$ cat src/rtl/proj1_pkg.sv
// Shared constants and FSM encoding for the proj1 counter scheduler.
package proj1_pkg;

  localparam int DATABIT_DEF = 7;

  localparam int IDLE_B = 0;
  localparam int RUN_B  = 1;
  localparam int DONE_B = 2;

  // One-hot so each state decodes from a single flop.
  typedef enum logic [2:0] {
    S_IDLE      = 3'b001,
    S_WAIT_RUN  = 3'b010,
    S_WAIT_DONE = 3'b100
  } state_t;

endpackage

$ cat src/rtl/proj1_sync_fifo.sv
// Small synchronous FIFO; flags come from registered pointers only.
module proj1_sync_fifo #(
  parameter int DEPTH = 4,
  parameter int WIDTH = 7
) (
  input  logic                     clk,
  input  logic                     reset_n,
  input  logic                     push,
  input  logic [WIDTH-1:0]         din,
  input  logic                     pop,
  output logic [WIDTH-1:0]         dout,
  output logic                     full,
  output logic                     empty,
  output logic [$clog2(DEPTH):0]   level
);

  localparam int AW = $clog2(DEPTH);

  logic [WIDTH-1:0] mem [DEPTH];
  logic [AW:0]      wr_ptr;
  logic [AW:0]      rd_ptr;
  logic             do_push;
  logic             do_pop;

  // Extra MSB tells full from empty when the indexes match.
  assign full  = (wr_ptr[AW] != rd_ptr[AW]) &&
                 (wr_ptr[AW-1:0] == rd_ptr[AW-1:0]);
  assign empty = (wr_ptr == rd_ptr);
  assign level = wr_ptr - rd_ptr;
  assign dout  = mem[rd_ptr[AW-1:0]];

  assign do_push = push && !full;
  assign do_pop  = pop && !empty;

  always_ff @(posedge clk or negedge reset_n) begin
    if (!reset_n) begin
      wr_ptr <= '0;
      rd_ptr <= '0;
    end else begin
      if (do_push) wr_ptr <= wr_ptr + 1'b1;
      if (do_pop)  rd_ptr <= rd_ptr + 1'b1;
    end
  end

  always_ff @(posedge clk) begin
    if (do_push) mem[wr_ptr[AW-1:0]] <= din;
  end

endmodule

$ cat src/rtl/proj1_cnt_sched.sv
// Job scheduler: queues count requests and issues them one at a time
// to the counter core, with start timeout and completed-job count.
module proj1_cnt_sched
  import proj1_pkg::*;
#(
  parameter int DATABIT  = DATABIT_DEF,
  parameter int DEPTH    = 4,
  parameter int START_TO = 8,
  parameter int JOBW     = 8
) (
  input  logic                   clk,
  input  logic                   reset_n,
  input  logic                   s_valid,
  output logic                   s_ready,
  input  logic [DATABIT-1:0]     s_num_cnt,
  output logic                   o_run,
  output logic [DATABIT-1:0]     o_num_cnt,
  input  logic                   i_idle,
  input  logic                   i_running,
  input  logic                   i_done,
  output logic                   o_busy,
  output logic [$clog2(DEPTH):0] o_level,
  output logic                   o_drop,
  output logic                   o_timeout,
  output logic                   o_job_done,
  output logic [JOBW-1:0]        o_job_cnt
);

  localparam int TW = $clog2(START_TO + 1);
  localparam logic [TW-1:0] TO_LAST = TW'(START_TO - 1);

  state_t            state;
  state_t            state_nxt;
  logic [TW-1:0]     timer;
  logic [TW-1:0]     timer_nxt;
  logic              accept;
  logic              push;
  logic              pop;
  logic              full;
  logic              empty;
  logic              run_nxt;
  logic              timeout_nxt;
  logic              done_nxt;
  logic [DATABIT-1:0] fifo_dout;

  assign s_ready = !full;
  assign accept  = s_valid && s_ready;
  assign push    = accept && (s_num_cnt != '0);
  assign o_busy  = (state != S_IDLE);

  proj1_sync_fifo #(
    .DEPTH (DEPTH),
    .WIDTH (DATABIT)
  ) u_fifo (
    .clk     (clk),
    .reset_n (reset_n),
    .push    (push),
    .din     (s_num_cnt),
    .pop     (pop),
    .dout    (fifo_dout),
    .full    (full),
    .empty   (empty),
    .level   (o_level)
  );

  always_comb begin
    state_nxt   = state;
    timer_nxt   = timer;
    pop         = 1'b0;
    run_nxt     = 1'b0;
    timeout_nxt = 1'b0;
    done_nxt    = 1'b0;
    unique case (1'b1)
      state[IDLE_B]: begin
        if (!empty && i_idle) begin
          pop       = 1'b1;
          run_nxt   = 1'b1;
          timer_nxt = '0;
          state_nxt = S_WAIT_RUN;
        end
      end
      state[RUN_B]: begin
        // A done seen before running still completes the job.
        if (i_done) begin
          done_nxt  = 1'b1;
          timer_nxt = '0;
          state_nxt = S_IDLE;
        end else if (i_running) begin
          timer_nxt = '0;
          state_nxt = S_WAIT_DONE;
        end else if (timer == TO_LAST) begin
          timeout_nxt = 1'b1;
          timer_nxt   = '0;
          state_nxt   = S_IDLE;
        end else begin
          timer_nxt = timer + TW'(1);
        end
      end
      state[DONE_B]: begin
        if (i_done) begin
          done_nxt  = 1'b1;
          state_nxt = S_IDLE;
        end
      end
      default: begin
        timer_nxt = '0;
        state_nxt = S_IDLE;
      end
    endcase
  end

  always_ff @(posedge clk or negedge reset_n) begin
    if (!reset_n) begin
      state      <= S_IDLE;
      timer      <= '0;
      o_run      <= 1'b0;
      o_num_cnt  <= '0;
      o_drop     <= 1'b0;
      o_timeout  <= 1'b0;
      o_job_done <= 1'b0;
      o_job_cnt  <= '0;
    end else begin
      state      <= state_nxt;
      timer      <= timer_nxt;
      o_run      <= run_nxt;
      o_drop     <= accept && (s_num_cnt == '0);
      o_timeout  <= timeout_nxt;
      o_job_done <= done_nxt;
      o_job_cnt  <= o_job_cnt + JOBW'(done_nxt);
      if (pop) o_num_cnt <= fifo_dout;
    end
  end

endmodule

$ cat config.mk
export PLATFORM = sky130hd
export DESIGN_NAME = proj1_cnt_sched
export DESIGN_NICKNAME = d
export VERILOG_FILES = /design/src/rtl/proj1_pkg.sv /design/src/rtl/proj1_sync_fifo.sv /design/src/rtl/proj1_cnt_sched.sv
export SDC_FILE = /design/constraint.sdc
export NUM_CORES = 1
export LEC_CHECK = 0
export CAP_MARGIN = 10
export CELL_PAD_IN_SITES_DETAIL_PLACEMENT = 1
export CELL_PAD_IN_SITES_GLOBAL_PLACEMENT = 2
export CORE_MARGIN = 1
export CORE_UTILIZATION = 38
export DETAILED_ROUTE_END_ITERATION = 10
export HOLD_SLACK_MARGIN = 0.12
export PLACE_DENSITY = 0.86
export SLEW_MARGIN = 15
export SYNTH_ARGS = -nofsm -noshare
export SYNTH_HDL_FRONTEND = slang
export SYNTH_SLANG_ARGS = --single-unit
$ cat constraint.sdc
create_clock -name clk -period 2.3 [get_ports clk]
set_input_delay 0.46 -clock clk [delete_from_list [all_inputs] [get_ports clk]]
set_output_delay 0.46 -clock clk [all_outputs]
set_load 0.02 [all_outputs]
==> flow_summary.json, run 1 <==
{
  "layout_min_cycle_time_ns": 2.20,
  "place_area_mm2": 0.00313,
  "path_max_fanout": 3,
  "core_area_mm2": 0.00639,
  "maxSlewViolCount": 0,
  "setup_viol": 0,
  "clk_latency_ns": 0.34,
  "vias": 1519,
  "relSlewSlack_pct": 48.5,
  "outcome": "complete, no violations",
  "finalPower_mw": 4.85,
  "hpwlAfterDp_um": 3650,
  "syn2layout_area_growth_pct": 33.5,
  "vdd_ir_drop_max_v": 0.000710,
  "cp.required_ns": 1.84,
  "routed_wl_um": 5100,
  "synth-edff-count": 28,
  "final_nets": 250,
  "crit_type": "reg -> out",
  "clk_pin_slew_worst_paths_ns": 0.07,
  "synth_top_area_cell": "edfxtp_1",
  "setup_ws_ns": 0.0991,
  "grt_overflow": 0,
  "worst_pin_slew_ns": 0.769,
  "cp_common_cell": "inv_1",
  "grt_pass1_wl_um": 8380,
  "root_buffer": "clkbuf_8",
  "ctsHoldBuffers": 0,
  "ant_nets": 0,
  "n_antenna_cell": 0,
  "post_drt_wl_per_cell_um": 16.6,
  "fin_setup_tns_ns": 0,
  "fillers": 633,
  "yosysSeqAreaShare_pct": 64.7,
  "cp_slowest_cell": "fa_1",
  "hold_viol": 0,
  "power.density_mw_per_mm2": 1430,
  "synth_top_flop_cell": "dfrtp_1",
  "cts_buffers": 9,
  "grt_max_degree": 33,
  "grt_antenna_before_repair": 0,
  "cts_tree": "yes",
  "maxCapViolations": 0,
  "synth_top_area_share_pct": 33.1,
  "ys_types": 40,
  "die-area_mm2": 0.00701,
  "drive_gt1_share_pct": 27.7,
  "start_util_pct": 39.8,
  "syn_area_mm2": 0.00254,
  "worst_ep_arrival_time_ns": 1.74,
  "place.gp.congestion": 0.789,
  "period_share_pct": 95.7,
  "dp.cells": 291,
  "place_ws_ns": -0.0747,
  "syn-mean-instance-area_um2": 15.8,
  "whs_ns": 0.475,
  "die_w_um": 83.8,
  "path_cells": "inv_1, fa_1, inv_1, clkdlybuf4s15_1",
  "grtUsageTotal_pct": 16.3,
  "hp-class": "reg -> reg",
  "stdcell_count": 308,
  "final_area_mm2": 0.00339,
  "io_pins": 37,
  "synth_area_leaders": "edfxtp_1 33%, dfrtp_1 31%, mux4_2 6.2%",
  "first_pass_iters": 4,
  "clockBufferDepth": 2,
  "drc": 0,
  "rsz0062_at_grt": "no",
  "finClkSkew_ns": 0.00704,
  "slowest_delay_ns": 0.51,
  "ys_seq_elements": 60,
  "fp.dieH_um": 83.8,
  "vias_per_cell": 4.93,
  "cts-htree-levels": 3,
  "synthCells": 161,
  "port_buffers": 36,
  "clock_sinks": 60,
  "yosysWarnings": 0,
  "drt-initial-drc-count": 40,
  "synthTopCellsByCount": "31 x dfrtp_1, 28 x edfxtp_1, 10 x ha_1, 10 x nand2_1",
  "grt_pass1_vias": 1627,
  "cellLeakagePower_nw": 1.38,
  "syn_nets": 185,
  "final_util_pct": 53.1,
  "cp-start-kind": "register",
  "synth_most_common_cell": "dfrtp_1",
  "async_flop_share_pct": 53.3,
  "clock.fmax_mhz": 454,
  "fp-row-count": 29,
  "cp-end-kind": "output port"
}
[cell usage in the layout, fill, tap and decap left out, types with 5 or more instances in the layout]
cell and n:
o21ai_0 6, clkbuf_8 9, nand2_1 10, inv_1 7, ha_1 9, edfxtp_1 28, buf_4 21, clkdlybuf4s50_1 32
mux2_2 5, mux4_2 7, xnor2_1 7, nor2_1 6, dfrtp_1 31
[flip-flops by register name (all words and copies together), names as in the netlist]
register       cells
state              3
o_num_cnt          7
o_job_done         1
timer              4
o_drop             1
u_fifo.mem        28
o_job_cnt          8
u_fifo.wr_ptr      3
o_timeout          1
u_fifo.rd_ptr      3
o_run              1
[power breakdown]
group	internal [mW]	switching, mW
sequential	1.47	0.204
clock	0.726	0.441
combinational	1.00	1.01
[cell families after synthesis]
group | count (synthesis) | synth area share (%)
DFF | 60 | 64.7
and+or+nand+nor | 39 | 9.66
muxes | 15 | 9.90
AOI/OAI and AO/OA | 14 | 3.94
xor gates and xnor gates | 12 | 4.43
adders and majority gates | 11 | 5.71
buffers and inverters | 10 | 1.67
[cell type report]
type                    count  area, µm²  area share [%]
flip-flops and latches     60       1640            48.4
well taps                  77       96.3            2.84
repair buffers             57        513            15.1
clock inverters             7        123            3.61
inverters                   7       26.3           0.775
clock buffers               9        124            3.65
multi-input cells          91        867            25.6
[routing by layer]
layer  track usage [%]  part of all wire (%)  vias to the layer above
li1                  -                     -                      712
met2              27.1                    51                       37
met5                 0                     0                        -
met4              5.08                   1.2                        0
met1              19.4                    43                      765
met3              6.73                   5.0                        5
[worst paths after layout]
| path | startpoint | end | slack [ns] | cells after the start |
|---|---|---|---|---|
| min in group asynchronous | reset_n | o_job_cnt[0] | 0.53 | 2 |
| max reg2reg | u_fifo.rd_ptr[2] | u_fifo.mem[3][4] | 0.22 | 3 |
| max | u_fifo.wr_ptr[1] | o_level[1] | 0.1 | 4 |
| max in group asynchronous | reset_n | state[0] | 1.44 | 2 |
| min reg2reg | timer[3] | timer[3] | 0.47 | 1 |
| min | timer[3] | timer[3] | 0.47 | 1 |
[what timing repair did]
action / in CTS / in global routing
buffers inserted: 0 / 1
gates resized for setup: 11 / 2
endpoints found under the setup margin: 4 / 2
[worst max-delay path: cells and delay by family (launching register included)]
kind | cells | cell delay [ns]
fa+ha+maj | 1 | 0.51
buf+inv | 3 | 0.45
flops | 1 | 0.44
No activity file was read; power rests on OpenSTA's default activity.
==> run 2, diff against run 1 <==
--- a/config.mk
+++ b/config.mk
@@ -9,10 +9,9 @@
 export CELL_PAD_IN_SITES_DETAIL_PLACEMENT = 1
 export CELL_PAD_IN_SITES_GLOBAL_PLACEMENT = 2
-export CORE_MARGIN = 1
+export CORE_MARGIN = 2
 export CORE_UTILIZATION = 38
 export DETAILED_ROUTE_END_ITERATION = 10
 export HOLD_SLACK_MARGIN = 0.12
 export PLACE_DENSITY = 0.86
-export SLEW_MARGIN = 15
 export SYNTH_ARGS = -nofsm -noshare
 export SYNTH_HDL_FRONTEND = slang
==> constraint.sdc (replaced) <==
create_clock -name clk -period 2.3 [get_ports clk]
set_input_delay 0.46 -clock clk [delete_from_list [all_inputs] [get_ports clk]]
set_output_delay 0.46 -clock clk [all_outputs]
set_load 0.005 [all_outputs]
==> run 2 against run 1 <==
The run now ends with design-rule violations left. Design area shrank 0.92%. Die area grew 4.8%. Sequential power is essentially flat. Critical path type unchanged.
==> flow_summary.json, run 2 (same netlist as run 1, synthesis figures left out) <==
{
  "r2r_end": "u_fifo.mem[3][6]",
  "place_area_mm2": 0.00310,
  "cp_slowest_cell": "fa_1",
  "critPathTopFamily": "adder cells",
  "combinationalPowerShare_pct": 39.4,
  "layout_common_cells": "33 x clkdlybuf4s50_1, 31 x dfrtp_1, 28 x edfxtp_1",
  "post_drt_wl_per_cell_um": 16.0,
  "highest_layer": "met4",
  "grt_overflow": 0,
  "slowest_delay_ns": 0.43,
  "final_common_cell": "clkdlybuf4s50_1",
  "cp-start-kind": "register",
  "hold_viol": 0,
  "path_max_fanout": 2,
  "stdcell_count": 306,
  "clk_latency_ns": 0.34,
  "wl_met1_um": 2140,
  "violations": "design-rule violations",
  "p_sw_mw": 1.36,
  "cts-htree-levels": 3,
  "cp-end-kind": "output port",
  "dp.cells": 287,
  "n_antenna_cell": 0,
  "worst_pin_slew_ns": 0.779,
  "power_frac_seq_pct": 37.5,
  "vias": 1528,
  "clockBufferDepth": 2,
  "maxSlewViolCount": 0,
  "drive_gt1_share_pct": 26.6,
  "place_ws_ns": -0.0489,
  "cts_buffers": 9,
  "grt_antenna_before_repair": 0,
  "layout_min_cycle_time_ns": 2.17,
  "min_from": "o_job_cnt[7]",
  "start_util_pct": 39.5,
  "maxCapViolations": 0,
  "first_pass_iters": 7,
  "core_area_mm2": 0.00642,
  "drt-initial-drc-count": 45,
  "fp-row-count": 29,
  "wl_met3_um": 240,
  "cp.required_ns": 1.84,
  "hpwlAfterDp_um": 3530,
  "port_buffers": 36,
  "rsz0062_at_grt": "no",
  "vdd_ir_drop_max_v": 0.000737,
  "p_int_mw": 3.08,
  "clock.fmax_mhz": 460,
  "relSlewSlack_pct": 47.9,
  "final_nets": 248,
  "worst_ep_arrival_time_ns": 1.71,
  "grt_max_degree": 33,
  "ant_nets": 0,
  "place.gp.congestion": 0.809,
  "cts_tree": "yes",
  "fillers": 646,
  "drc": 4,
  "met2_length_um": 2430,
  "r2r_start": "u_fifo.rd_ptr[2]",
  "grt_pass1_wl_um": 7910,
  "finClkSkew_ns": 0.00716,
  "vias_per_cell": 4.99,
  "swShare_pct": 30.7,
  "routed_wl_um": 4880,
  "crit_type": "reg -> out",
  "outcome": "complete, but fails checks",
  "grtUsageTotal_pct": 14.8,
  "die_w_um": 85.8,
  "cp_num_buf_inv": 2,
  "io_pins": 37,
  "fp.dieH_um": 85.8,
  "largest_reg_flops": 28,
  "clk_pin_slew_worst_paths_ns": 0.07,
  "cellLeakagePower_nw": 1.35,
  "path_cells": "buf_4, fa_1, xnor2_1, dlygate4sd2_1",
  "setup_viol": 0,
  "min_to": "o_job_cnt[7]",
  "final_area_mm2": 0.00336,
  "setup_ws_ns": 0.128,
  "grt_pass1_vias": 1563,
  "clkPwrFrac_pct": 23.2,
  "root_buffer": "clkbuf_8",
  "hp-class": "reg -> reg",
  "period_share_pct": 94.5,
  "clock_sinks": 60,
  "worstHoldPathCells": 1,
  "syn2layout_area_growth_pct": 32.3,
  "die-area_mm2": 0.00735,
  "power.density_mw_per_mm2": 1320,
  "rr_worst_depth": 3,
  "reg2reg_slack_ns": 0.23
}
[run 2: how the worst max path moves through the flow]
stage                       endpoint        startpoint  slack (ns)  depth (start not counted)
global placement    u_fifo.mem[0][2]      s_num_cnt[2]       0.002                          5
finish                    o_level[2]  u_fifo.rd_ptr[1]        0.13                          4
floorplan           u_fifo.mem[2][0]  u_fifo.rd_ptr[1]        0.21                          7
CTS                       o_level[2]  u_fifo.rd_ptr[1]        0.09                          4
global route              o_level[2]  u_fifo.wr_ptr[1]        0.02                          4
detailed placement  u_fifo.mem[0][2]      s_num_cnt[2]       -0.05                          5
[run 2: per-layer routing]
| layer | up-vias | GRT usage, % |
|---|---|---|
| li1 | 711 | - |
| met1 | 767 | 18.5 |
| met2 | 40 | 23.2 |
| met3 | 10 | 5.87 |
| met4 | 0 | 5.63 |
| met5 | - | 0 |
[run 2: final cells by class]
type	count	area (µm²)	area share, %
clock buffer	10	128	3.80
clock inverter	6	88.8	2.64
inverter	7	26.3	0.782
multi-input combinational	91	880	26.2
sequential	60	1640	48.9
tap	77	96.3	2.87
timing repair buffer	55	499	14.9
[run 2: timing repair]
| item | CTS | global route |
|---|---|---|
| endpoints found under the setup margin | 3 | 0 |
| gates resized for setup | 6 | 0 |
| hold buffers | 0 | 0 |
| setup buffers | 3 | 0 |
[run 2: per-stage QoR]
step,TNS (ns),power [mW],utilization [%],hold slack [ns]
finish,0,4.44,52.3,0.478
CTS,0,4.51,52.3,0.477
global route,0,4.74,52.3,0.496
floorplan,0,2.59,-,0.164
global placement,0,3.36,48.3,0.460
detailed placement,-0.772,3.41,48.3,0.468
[run 2: power groups by stage]
stage / Combinational (mW) / Sequential (mW) / Clock (mW)
finish: 1.75 / 1.66 / 1.03
global route: 1.93 / 1.71 / 1.10
CTS: 1.78 / 1.67 / 1.06
detailed placement: 1.72 / 1.70 / 0
global placement: 1.68 / 1.68 / 0
floorplan: 0.927 / 1.66 / 0
==> edit 1: new RTL, config.mk and constraints of run 2 <==
Change the package constant `DATABIT_DEF` from 7 to 8.
--- a/src/rtl/proj1_pkg.sv
+++ b/src/rtl/proj1_pkg.sv
@@ -3,3 +3,3 @@
 
-  localparam int DATABIT_DEF = 7;
+  localparam int DATABIT_DEF = 8;
 
Interface: changed (resized o_num_cnt and s_num_cnt); port bits go from 37 to 39. The function was not compared with the original's and may differ.
==> edit 1 against run 2 <==
- critical path depth is 1 higher
- final area is 2.6% higher
- largest cell class unchanged
- sequential cell count is 5 higher
- total power is 2.6% lower
- wire length is 10% higher
- setup slack worse by 0.0058 ns
- clock power is 20% lower
- sequential share of layout area is 3.0 points higher
- area after synthesis is 5.6% higher
- die area is 5.3% higher
- sequential power is 8% higher
==> edit 1: results (changes against run 2) <==
CTS
  – Worst-skew pair later-pin latency: 0.32 ns (was 0.34 ns)

Worst setup path
  – Crit path launch: u_fifo.wr_ptr[0]$_DFFE_PN0N_ (was u_fifo.rd_ptr[1]$_DFFE_PN0P_)
  – RR Endpoint: u_fifo.mem[3][7]$_DFFE_PP_ (was u_fifo.mem[3][6]$_DFFE_PP_)
  – Critical R2R Launch: u_fifo.wr_ptr[0]$_DFFE_PN0N_ (was u_fifo.rd_ptr[2]$_DFFE_PN0P_)
  – Crit path capture: o_level[1] (was o_level[2])

GRT
  – Vias in the first global route: 1,678 (was 1,563)
  – Largest net degree at the start of global routing: 34 (was 33)
  – Met2 usage: 24.9% (was 23.2%)
  – GRT Util Overall: 15.6% (was 14.8%)
  – Met3 GRT Util: 2.92% (was 5.87%)

Synth
  – Post-synthesis sequential area ratio: 66.7% (was 64.7%)
  – Synth Area in XOR/XNOR: 4.25% (was 4.43%)
  – Top area cells in the synthesized netlist: edfxtp_1, dfrtp_1, mux4_2 (unchanged)
  – Most frequent cells after synthesis: dfrtp_1, edfxtp_1, nand2_1, ha_1 (was dfrtp_1, edfxtp_1, ha_1, nand2_1)
  – Post-synth EDFFs: 32 (was 28)

Placement
  – RePlAce Congestion: 0.786 (was 0.809)
  – Post-place setup slack: -0.0174 ns (was -0.0489 ns)
  – Hpwl dp: 3.83 mm (was 3.53 mm)
  – I/O Buffers: 38 (was 36)

Outcome
  – Status: complete, no violations (was complete, but fails checks)

Cells and area
  – Nets: 253 (was 248)
  – Fill cell count: 688 (was 646)

Detailed routing
  – Drt initial violations: 31 (was 45)
  – DRT Pass-1 Iters: 4 (was 7)

Pwr
  – VDD IR max: 0.997 mV (was 0.737 mV)
  – Sw power: 1.36 mW (about the same)

Timing
  – Post-Route Skew: 0.00702 ns (was 0.00716 ns)
[edit 1: power by group through the flow]
stage	registers, mW	clock network [mW]	logic [mW]
floorplan	1.79	0	0.902
finish	1.79	0.819	1.72
global route	1.83	0.896	1.91
global placement	1.80	0	1.69
CTS	1.79	0.852	1.75
detailed placement	1.82	0	1.73
[edit 1: per-layer routing]
| metal | part of all wire [%] | up-vias |
|---|---|---|
| met2 | 49 | 33 |
| met1 | 45 | 799 |
| li1 | - | 737 |
| met3 | 3.1 | 10 |
| met5 | 0 | - |
| met4 | 2.2 | 0 |
[edit 1: worst reg2reg max path, delay by kind of cell, from the launching register on]
family | cells | cell delay (ns)
AOI/OAI and AO/OA | 1 | 0.37
adders and majority gates | 1 | 0.27
buffers and inverters | 1 | 0.06
DFF | 1 | 0.39
and+or+nand+nor | 2 | 0.56
[edit 1: how the worst min path moves through the flow]
stage                             start                        to  cells past startpoint
6_report         o_job_cnt[7]$_DFF_PN0_    o_job_cnt[7]$_DFF_PN0_                      1
5_1_grt        o_num_cnt[1]$_DFFE_PN0P_  o_num_cnt[1]$_DFFE_PN0P_                      1
4_1_cts          o_job_cnt[7]$_DFF_PN0_    o_job_cnt[7]$_DFF_PN0_                      1
3_5_place_dp   o_num_cnt[1]$_DFFE_PN0P_  o_num_cnt[1]$_DFFE_PN0P_                      1
3_3_place_gp     o_job_cnt[7]$_DFF_PN0_    o_job_cnt[7]$_DFF_PN0_                      1
2_1_floorplan                   reset_n          o_drop$_DFF_PN0_                      0
[edit 1: logic make-up after synthesis]
group | after synthesis
flops | 65
fa+ha+maj | 11
buf+inv | 10
simple gates | 38
mux | 16
xor+xnor | 13
compound gates | 15
[edit 1: layout make-up]
| type | instances | area share (%) |
|---|---|---|
| clock inverter | 3 | 0.508 |
| inverter | 7 | 0.762 |
| sequential | 65 | 51.9 |
| clock buffer | 13 | 4.32 |
| tap | 96 | 3.48 |
| timing repair buffer | 52 | 14.0 |
| multi-input combinational | 93 | 25.0 |
[edit 1: through the flow]
step	instance area, um2	TNS, ns	power [mW]	hold slack [ns]
floorplan	2690	0	2.69	0.164
global placement	3260	0	3.49	0.462
detailed placement	3260	-0.135	3.55	0.474
CTS	3440	0	4.39	0.484
global route	3450	0	4.63	0.497
finish	3450	0	4.33	0.474
[edit 1: what timing repair did]
| item | in CTS | in global routing |
|---|---|---|
| setup endpoints to repair | 3 | 2 |
| gates resized for setup | 5 | 3 |
| buffers inserted | 2 | 0 |
| endpoints found under the hold margin | 0 | 0 |
| hold buffers | 0 | 0 |
| pin swaps | 0 | 0 |
==> edit 2: new RTL, flow settings as in run 2 <==
Without the edit above. Make the reset (`reset_n`) synchronous in 2 clocked blocks.
--- a/src/rtl/proj1_sync_fifo.sv
+++ b/src/rtl/proj1_sync_fifo.sv
@@ -34,3 +34,3 @@
 
-  always_ff @(posedge clk or negedge reset_n) begin
+  always_ff @(posedge clk) begin
     if (!reset_n) begin
--- a/src/rtl/proj1_cnt_sched.sv
+++ b/src/rtl/proj1_cnt_sched.sv
@@ -111,3 +111,3 @@
 
-  always_ff @(posedge clk or negedge reset_n) begin
+  always_ff @(posedge clk) begin
     if (!reset_n) begin
Function: differs if reset_n is asserted again (counterexample within 4 cycles, from zero or initial values and one cycle with reset_n low); with reset_n held inactive, the same outputs for 10 cycles.
==> edit 2 against run 2 <==
- wire length increased by 5.1%
- count of clock-buffer cells in the layout increased by 1
- sequential cell count unchanged
- area after synthesis decreased by 0.54%
- final area decreased by 1.9%
- setup slack got worse by 0.017 ns
Power is not compared: it rests on default switching activity, and its combinational part moved more than twofold at a synthesized area within 25%.
==> edit 2: results (changes against run 2) <==
CTS
  – Number of H-tree levels: 3 (unchanged)
  – Root Driver: clkbuf_8 (unchanged)
  – Maximum clock insertion buffer count: 2 (unchanged)
  – Post-CTS setup buffers: 0 (was 3)
  – Worst-path clk slew: 0.07 ns (about the same)

Timing
  – Post-Route Skew: 0.00868 ns (was 0.00716 ns)
  – Worst-Margin Slew: 0.720 ns (was 0.779 ns)

GRT
  – Vias in the first global route: 1,798 (was 1,563)
  – Largest net degree at the start of global routing: 19 (was 33)
  – GRT Util Overall: 16.1% (was 14.8%)
  – First-pass GRT wire length: 8.87 mm (was 7.91 mm)

Detailed routing
  – Final WL: 5.13 mm (was 4.88 mm)
  – Routed length per instance: 15.0 um (was 16.0 um)
  – DRT Pass-1 Iters: 4 (was 7)
  – Drt initial violations: 69 (was 45)
  – Via count: 1,702 (was 1,528)

Cells and area
  – Nets: 285 (was 248)
  – Share of layout cells above drive strength 1: 18.4% (was 26.6%)

Placement
  – I/O Buffers: 36 (unchanged)
  – Placed instance count: 327 (was 287)
  – Hpwl dp: 3.82 mm (was 3.53 mm)
  – RePlAce Congestion: 0.756 (was 0.809)
  – Placed Area: 3090 um2 (was 3100 um2)

Synth
  – Syn Nets: 228 (was 185)
  – Complex-gate fraction of the synthesized area: 5.99% (was 3.94%)
  – Top area cells in the synthesized netlist: edfxtp_1, dfxtp_1, mux4_2 (was edfxtp_1, dfrtp_1, mux4_2)
  – Cells after synthesis: 204 (was 161)
  – FFs w/ async S/R, synth: 0% (was 53.3%)
  – Post-synthesis adder-cell area fraction: 5.75% (was 5.71%)
  – Most frequent cells after synthesis: dfxtp_1, edfxtp_1, nand2_1, nand3_1, nor2_1 (was dfrtp_1, edfxtp_1, ha_1, nand2_1)
  – Yosys cell types: 39 (was 40)
  – Post-synthesis mux area share: 8.22% (was 9.90%)
  – Top_reg_cell synth: dfxtp_1 (was dfrtp_1)
  – Post-synthesis sequential area ratio: 58.6% (was 64.7%)
  – Synth Area in XOR/XNOR: 3.47% (was 4.43%)

Worst setup path
  – Worst path max stage delay: 0.55 ns (was 0.43 ns)
  – CP max stage cell: fa_2 (was fa_1)
  – Worst EP arrival: 1.73 ns (was 1.71 ns)
  – Critical R2R Launch: u_fifo.wr_ptr[2]$_SDFFE_PN0N_ (was u_fifo.rd_ptr[2]$_DFFE_PN0P_)
  – Crit path launch: u_fifo.wr_ptr[0]$_SDFFE_PN0N_ (was u_fifo.rd_ptr[1]$_DFFE_PN0P_)

Hold path
  – Worst Min Path Start: o_num_cnt[6]$_SDFFE_PN0N_ (was o_job_cnt[7]$_DFF_PN0_)

Pwr
  – VDD IR max: ~0.50 mV

Outcome
  – Status: complete, no violations (was complete, but fails checks)
-- edit 2: cells by family after synthesis --
group / after synthesis
AND/OR/NAND/NOR: 72
XOR/XNOR: 10
flip-flops: 60
adder cells (fa/ha/maj): 11
buffers and inverters: 17
AO/OA/AOI/OAI: 22
multiplexers: 12
-- edit 2: report_power, final --
group	internal, mW	switching (mW)	total (mW)	leakage, nW
Clock	0.607	0.401	1.01	0.103
Sequential	1.19	0.0417	1.23	0.517
Combinational	0.280	0.236	0.516	0.631
-- edit 2: timing repair --
item	in CTS	in global routing
setup endpoints to repair	2	2
pin swaps	0	1
gates cloned	0	0
gates resized for setup	3	2
-- edit 2: cell type report --
type                            instances  area [um2]
Fill cell                             662        3090
Sequential cell                        60        1480
Multi-Input combinational cell        127         983
Timing Repair Buffer                   54         493
Clock buffer                           11         131
Tap cell                               77        96.3
Clock inverter                          5        77.6
Inverter                                9        33.8
-- edit 2: path summary, 6_finish.rpt --
kind,to,slack (ns),cells past startpoint
min reg2reg,o_num_cnt[6]$_SDFFE_PN0N_,0.48,2
max reg2reg,u_fifo.mem[3][5]$_DFFE_PP_,0.28,3
max,o_level[1],0.11,5
min,o_num_cnt[6]$_SDFFE_PN0N_,0.48,2
-- edit 2: metal layers --
metal  wire length [um]  vias to the layer above  GRT usage [%]
li1                   -                      840              -
met4                109                        0           8.23
met2               2500                       33           25.9
met1               2340                      819           20.1
met3                180                       10           4.14
met5                  0                        -              0
-- edit 2: through the flow --
stage	setup slack (ns)	power (mW)	hold slack, ns	setup TNS [ns]
finish	0.111	2.75	0.478	0
floorplan	0.266	1.54	0.445	0
CTS	0.0490	2.79	0.484	0
global route	0.00254	2.90	0.504	0
global placement	-0.00590	1.77	0.456	-0.0394
detailed placement	-0.0243	1.78	0.476	-0.338
-- edit 2: tightest hold or removal path: stages (launching register included) --
cell,delay (ns)
dfxtp_1,0.31
nand3_1,0.06
o21ai_0,0.06
